### config.mk
export PLATFORM = sky130hd
export DESIGN_NAME = mmio_device_responder
export DESIGN_NICKNAME = d
export VERILOG_FILES = /design/src/rtl/mmio_device_responder.sv
export SDC_FILE = /design/constraint.sdc
export NUM_CORES = 1
export LEC_CHECK = 0
export ABC_AREA = 1
export CAP_MARGIN = 20
export CORE_MARGIN = 2
export CORE_UTILIZATION = 50
export DETAILED_ROUTE_END_ITERATION = 6
export HOLD_SLACK_MARGIN = 0.05
export PLACE_DENSITY_LB_ADDON = 0.05
export SLEW_MARGIN = 20
export SYNTH_ARGS = -nofsm -noshare
export SYNTH_HDL_FRONTEND = slang
export SYNTH_SLANG_ARGS = --single-unit
### constraint.sdc
create_clock -name clk -period 3.8 [get_ports clk]
set_input_delay 0.76 -clock clk [delete_from_list [all_inputs] [get_ports clk]]
set_output_delay 0.76 -clock clk [all_outputs]
set_load 0.02 [all_outputs]
### src/rtl/mmio_device_responder.sv
// mmio_device_responder
//   Memory-mapped peripheral front end with two CPU-visible registers:
//   a data register and a status/control register.
//   - A CPU write to the data register sends one word out on the TX
//     valid/ready port.
//   - Words arriving on the RX valid/ready port are queued in a small FIFO.
//     A CPU read of the data register pops the head of that FIFO.
//   - The status register reports FIFO and TX state, holds the two
//     interrupt enables and a sticky TX-overrun flag.
//
// Ports
//   clk, reset             clock; asynchronous active-high reset
//   mem_addr/wdata/we/re   CPU access, one-cycle strobes
//   mem_rdata/rvalid       registered read response, latency 1
//   mem_hit                combinational address decode
//   tx_data/valid/ready    outbound word to the peripheral
//   rx_data/valid/ready    inbound word from the peripheral
//   irq                    registered interrupt request
module mmio_device_responder #(
   parameter logic [31:0] DATA_ADDR   = 32'hFFFF8004,
   parameter logic [31:0] STATUS_ADDR = 32'hFFFF8000,
   parameter int unsigned RX_DEPTH    = 4
) (
   input  logic        clk,
   input  logic        reset,
   input  logic [31:0] mem_addr,
   input  logic [31:0] mem_wdata,
   input  logic        mem_we,
   input  logic        mem_re,
   output logic [31:0] mem_rdata,
   output logic        mem_rvalid,
   output logic        mem_hit,
   output logic [31:0] tx_data,
   output logic        tx_valid,
   input  logic        tx_ready,
   input  logic [31:0] rx_data,
   input  logic        rx_valid,
   output logic        rx_ready,
   output logic        irq
);

   localparam int unsigned PW = (RX_DEPTH > 1) ? $clog2(RX_DEPTH) : 1;
   localparam int unsigned CW = $clog2(RX_DEPTH + 1);

   localparam logic ST_IDLE = 1'b0;
   localparam logic ST_SEND = 1'b1;

   logic          tx_state_q, tx_state_d;
   logic [31:0]   tx_data_q,  tx_data_d;
   logic          dropped_q,  dropped_d;
   logic          rx_ie_q,    rx_ie_d;
   logic          tx_ie_q,    tx_ie_d;
   logic [PW-1:0] wptr_q,     wptr_d;
   logic [PW-1:0] rptr_q,     rptr_d;
   logic [CW-1:0] count_q,    count_d;
   logic [31:0]   rdata_q,    rdata_d;
   logic          rvalid_q,   rvalid_d;
   logic          irq_q,      irq_d;

   logic [31:0]   fifo_q [RX_DEPTH];

   logic          hit_data, hit_stat;
   logic          wr_data, wr_stat, rd_data, rd_stat;
   logic          rx_full, rx_nonempty, tx_busy;
   logic          push, pop;
   logic [3:0]    count_ext;
   logic [31:0]   status_word;

   // Address decode; a write always wins over a simultaneous read strobe.
   assign hit_data = (mem_addr == DATA_ADDR);
   assign hit_stat = (mem_addr == STATUS_ADDR);
   assign mem_hit  = hit_data | hit_stat;

   assign wr_data = mem_we & hit_data;
   assign wr_stat = mem_we & hit_stat;
   assign rd_data = mem_re & ~mem_we & hit_data;
   assign rd_stat = mem_re & ~mem_we & hit_stat;

   assign rx_full     = (count_q == CW'(RX_DEPTH));
   assign rx_nonempty = (count_q != '0);
   assign tx_busy     = (tx_state_q == ST_SEND);

   assign push = rx_valid & ~rx_full;
   assign pop  = rd_data & rx_nonempty;

   assign count_ext = 4'(count_q);

   // Status is built from current registered state only, so a read sees
   // the state before any update happening in the same cycle.
   always_comb begin
      status_word      = '0;
      status_word[0]   = rx_nonempty;
      status_word[1]   = tx_busy;
      status_word[2]   = rx_full;
      status_word[3]   = dropped_q;
      status_word[6:4] = count_ext[2:0];
      status_word[8]   = rx_ie_q;
      status_word[9]   = tx_ie_q;
   end

   // Next-state logic
   always_comb begin
      tx_state_d = tx_state_q;
      tx_data_d  = tx_data_q;
      dropped_d  = dropped_q;
      rx_ie_d    = rx_ie_q;
      tx_ie_d    = tx_ie_q;
      wptr_d     = wptr_q;
      rptr_d     = rptr_q;
      count_d    = count_q;
      rdata_d    = rdata_q;
      rvalid_d   = rd_data | rd_stat;
      irq_d      = 1'b0;

      // TX: a data write while a word is in flight (handshake cycle
      // included) is discarded and flagged.
      case (tx_state_q)
         ST_IDLE: begin
            if (wr_data) begin
               tx_data_d  = mem_wdata;
               tx_state_d = ST_SEND;
            end
         end
         default: begin
            if (tx_ready)
               tx_state_d = ST_IDLE;
            if (wr_data)
               dropped_d = 1'b1;
         end
      endcase

      if (wr_stat) begin
         rx_ie_d = mem_wdata[8];
         tx_ie_d = mem_wdata[9];
         if (mem_wdata[3])
            dropped_d = 1'b0;
      end

      // RX FIFO bookkeeping; push and pop together leave the count alone.
      if (push)
         wptr_d = wptr_q + PW'(1);
      if (pop)
         rptr_d = rptr_q + PW'(1);
      case ({push, pop})
         2'b10:   count_d = count_q + CW'(1);
         2'b01:   count_d = count_q - CW'(1);
         default: count_d = count_q;
      endcase

      if (rd_data)
         rdata_d = rx_nonempty ? fifo_q[rptr_q] : 32'h0;
      else if (rd_stat)
         rdata_d = status_word;

      irq_d = (rx_ie_d & (count_d != '0)) | (tx_ie_d & (tx_state_d == ST_IDLE));
   end

   always_ff @(posedge clk or posedge reset) begin
      if (reset) begin
         tx_state_q <= ST_IDLE;
         tx_data_q  <= '0;
         dropped_q  <= 1'b0;
         rx_ie_q    <= 1'b0;
         tx_ie_q    <= 1'b0;
         wptr_q     <= '0;
         rptr_q     <= '0;
         count_q    <= '0;
         rdata_q    <= '0;
         rvalid_q   <= 1'b0;
         irq_q      <= 1'b0;
      end else begin
         tx_state_q <= tx_state_d;
         tx_data_q  <= tx_data_d;
         dropped_q  <= dropped_d;
         rx_ie_q    <= rx_ie_d;
         tx_ie_q    <= tx_ie_d;
         wptr_q     <= wptr_d;
         rptr_q     <= rptr_d;
         count_q    <= count_d;
         rdata_q    <= rdata_d;
         rvalid_q   <= rvalid_d;
         irq_q      <= irq_d;
      end
   end

   // FIFO storage needs no reset: occupancy is tracked by count/pointers.
   always_ff @(posedge clk) begin
      if (push)
         fifo_q[wptr_q] <= rx_data;
   end

   assign mem_rdata  = rdata_q;
   assign mem_rvalid = rvalid_q;
   assign tx_data    = tx_data_q;
   assign tx_valid   = tx_busy;
   assign rx_ready   = ~rx_full;
   assign irq        = irq_q;

endmodule

==> metrics.md <==
| Metric | Value |
|---|---|
| Worst Tran Pin Value | `1.05 ns` |
| Avg WL per Cell | `16.0 um` |
| Diodes inserted | `0` |
| Crit Path Class | `in -> out` |
| DRC Markers | `0` |
| Top delay family on crit path | `buffers and inverters` |
| Pleak | `roughly 4.6 nW` |
| Mux share of post-synthesis cell area | `0%` |
| Largest net degree at the start of global routing | `between 60 and 70` |
| Synth warn | `0` |
| Syn nets | `roughly 910` |
| Clock Pin Slew Worst Setup and Hold Paths | `roughly 0.050 ns` |
| Vias after detailed routing | `just over 6k` |
| Drt pass-1 iters | `4` |
| Max cap viols | `0` |
| Fin crit share | `between 80% and 90%` |
| Core area | `0.0165 mm2` |
| H-tree depth | `1` |
| Post-synth EDFFs | `~130` |
| Die Y-Extent | `134 um` |
| XOR/XNOR share of the synthesized area | `less than 1%` |
| Final wirelength | `approximately 19 mm` |
| Detail Route Antenna Nets | `0` |
| Total grt overflow | `0` |
| Post-layout min period | `between 3 and 4 ns` |
| PwrDens | `about 420 mW/mm2` |
| CP Capture Type | `primary output` |
| Rows | `47` |
| Cells after synthesis | `~800` |
| Top cell type by total area after synthesis | `edfxtp_1` |
| Hpwl dp | `12.3 mm` |
| Worst-Skew Late Latency | `0.49 ns` |
| Flop2flop setup slack | `between 1 and 1.5 ns` |
| Simple-gate share of the synthesized area | `between 10% and 20%` |
| CP Data Required Time | `3.04 ns` |
| FF-to-FF End | `irq$_DFF_PP0_` |
| Final nets | `1077` |
| Final Hold Violating Endpoints | `0` |
| First DRT Iteration DRCs | `323` |
| Vias in the first global route | `6244` |
| Die width | `134 um` |
| HP Start | `mem_rdata[17]$_DFFE_PP0P_` |
| Max transition margin | `between 20% and 30%` |
| RePlAce Congestion | `approximately 0.8` |
| Ys async rst share | `between 30 and 40%` |
| Area Growth Syn to Fin | `30.9%` |
| #FFs+latches synth | `205` |
| Post-Syn Area | `0.00845 mm2` |
| Critical path, cell by cell | `clkdlybuf4s50_1 -> nand2_1 -> nor2_1 -> nand2_1 -> nor2_8 -> inv_2 -> nor2_1 -> inv_1 -> nand2_1 -> clkdlybuf4s50_1` |
| First-pass GRT wire length | `a little over 30 mm` |
| Launch point of the worst reg-to-reg path | `count_q[1]$_DFF_PP0_` |
| Buffer depth of the longest clock path | `3` |
| Hold Path End | `mem_rdata[17]$_DFFE_PP0P_` |
| CP Buf/Inv Count | `4` |
| Startpoint types | `input pin` |
| Register-to-Register Path Depth | `13` |
| Avg Synthesized Cell Area | `10.6 um2` |
| Post-Synth Adder-Cell Area | `less than 1%` |
| Post-CTS setup buffers | `0` |
| Fmax | `295 MHz` |
| CP dominant cell by count | `nand2_1` |
| Total power draw | `0.00470 W` |
| Antenna violations before repair | `0` |
| Peak VDD IR | `0.347 mV` |
| Top cells by count, synth | `225 x nand2_1, 128 x edfxtp_1, 92 x nor2_1` |
| # resized after CTS | `0` |
| RSZ-0062 raised after global routing | `no` |
| Critical-path top delay cell | `clkdlybuf4s50_1` |
| Top post-synthesis cells by area | `edfxtp_1 45%, dfrtp_1 23%, nand2_1 10%, nor2_1 4.1%, o21ai_0 3.3%` |
| Top FF cell, synth | `edfxtp_1` |
| Layout cells sized above 1 | `6.21%` |
| Total CTS buffers | `21` |
| Full die area | `0.0180 mm2` |
| Crit-path max cell delay | `0.60 ns` |
| Total GRT Usage | `21.2%` |
| # IOs | `around 170` |
| Post-Route Setup TNS | `0 ns` |
| Compound-Gate Fraction of Synth Area | `under 10%` |
| Combinational family with the most area after synthesis | `simple AND/OR/NAND/NOR gates` |
| Initial core utilization | `51.1%` |
| # hold bufs at CTS | `0` |
| CTS tree | `built` |
| Final setup vio count | `0` |
| Distinct cells, synth | `31` |
| CTS root buf | `clkbuf_16` |
| Seq/Total Area, Yosys | `68.3%` |
| # clock sinks | `205` |
| CP Max Fanout | `7` |
| Filler cells | `between 1k and 1.5k` |
| Cell depth of the worst hold path | `2` |
| Port bufs | `170` |
| Setup Skew | `around 0.0072 ns` |
| Hold Path Class | `reg -> reg` |
| Slew Limit Fails | `0` |
| Count leader, synth | `nand2_1` |
| Vias/cell | `5.09` |
| Hold Slack | `0.466 ns` |
| Yosys top cell area share | `a little under half` |
| Critical path data arrival time | `2.63 ns` |
| Outcome | `finished, final reports clean` |
cell usage in the layout (no fill, tap or decap), drive strengths merged, types with 2 or more instances in the layout:
| cell type | Yosys | layout |
|---|---|---|
| nand3 | 27 | 27 |
| a21oi | 12 | 12 |
| o21ai | 88 | 88 |
| nor2 | 96 | 96 |
| inv | 67 | 66 |
| nand4 | 4 | 4 |
| clkdlybuf4s50 | 0 | 170 |
| o22ai | 23 | 23 |
| clkbuf | 11 | 29 |
| buf | 23 | 12 |
| xor2 | 4 | 4 |
| nor3 | 2 | 2 |
| bufinv | 0 | 2 |
| clkinv | 1 | 8 |
| nand2 | 226 | 226 |
| dfrtp | 77 | 77 |
| edfxtp | 128 | 128 |
| ha | 5 | 5 |
worst max path at each step:
stage | start | endpoint | slack [ns] | cells past startpoint
2_1_floorplan | mem_addr[14] | irq$_DFF_PP0_ | 0.92 | 18
3_3_place_gp | mem_addr[15] | irq$_DFF_PP0_ | 0.44 | 17
3_5_place_dp | mem_addr[27] | irq$_DFF_PP0_ | 0.32 | 17
4_1_cts | mem_addr[27] | mem_hit | 0.39 | 10
5_1_grt | mem_addr[27] | mem_hit | 0.24 | 10
6_report | mem_addr[27] | mem_hit | 0.41 | 10
state kept, by name, indices dropped and copies added (netlist names):
register    flops
rx_ie_q         1
tx_valid        1
mem_rvalid      1
tx_data        32
mem_rdata      32
irq             1
tx_ie_q         1
fifo_q        128
wptr_q          2
dropped_q       1
count_q         3
rptr_q          2
report_power, final:
group / total, W / internal [W] / switching, W
sequential: 0.00244 / 0.00242 / 0.0000194
clock: 0.00196 / 0.00117 / 0.000785
combinational: 0.000299 / 0.000141 / 0.000159
per-stage QoR:
stage | util (%) | setup WS, ns | instances | cell area (um2)
after floorplan | - | 0.923 | 798 | 8450
after global placement | 63.0 | 0.438 | 1166 | 10400
after detailed placement | 63.0 | 0.320 | 1166 | 10400
after CTS | 67.0 | 0.392 | 1203 | 11100
after global routing | 67.0 | 0.243 | 1203 | 11100
final | 67.0 | 0.406 | 1203 | 11100
routing by layer:
metal  wire, um  track usage, %
met5          0               0
met4        441            7.02
met3       1150            3.97
met2       9520            37.5
met1       8090            26.5
kinds of logic after synthesis:
| logic type | count (synthesis) |
|---|---|
| AO/OA/AOI/OAI | 123 |
| XOR/XNOR | 5 |
| adder cells (fa/ha/maj) | 6 |
| buffers and inverters | 102 |
| flip-flops | 205 |
| AND/OR/NAND/NOR | 357 |
worst reg2reg max path: cells and delay by family, from the launching register on:
family                     cells  cell delay, ns
buffers and inverters          3            0.21
DFF                            1            0.44
AOI/OAI and AO/OA              1            0.16
xor gates and xnor gates       1            0.16
adders and majority gates      2            0.64
and+or+nand+nor                6            0.97
layout make-up:
| class | count | area (um2) | area share (%) |
|---|---|---|---|
| Timing Repair Buffer | 182 | 1840 | 16.6 |
| Inverter | 68 | 260 | 2.35 |
| Tap cell | 220 | 275 | 2.49 |
| Sequential cell | 205 | 5770 | 52.2 |
| Clock inverter | 8 | 86.3 | 0.780 |
| Multi-Input combinational cell | 491 | 2260 | 20.5 |
| Clock buffer | 29 | 566 | 5.11 |
(Power assumes the default switching activity.)
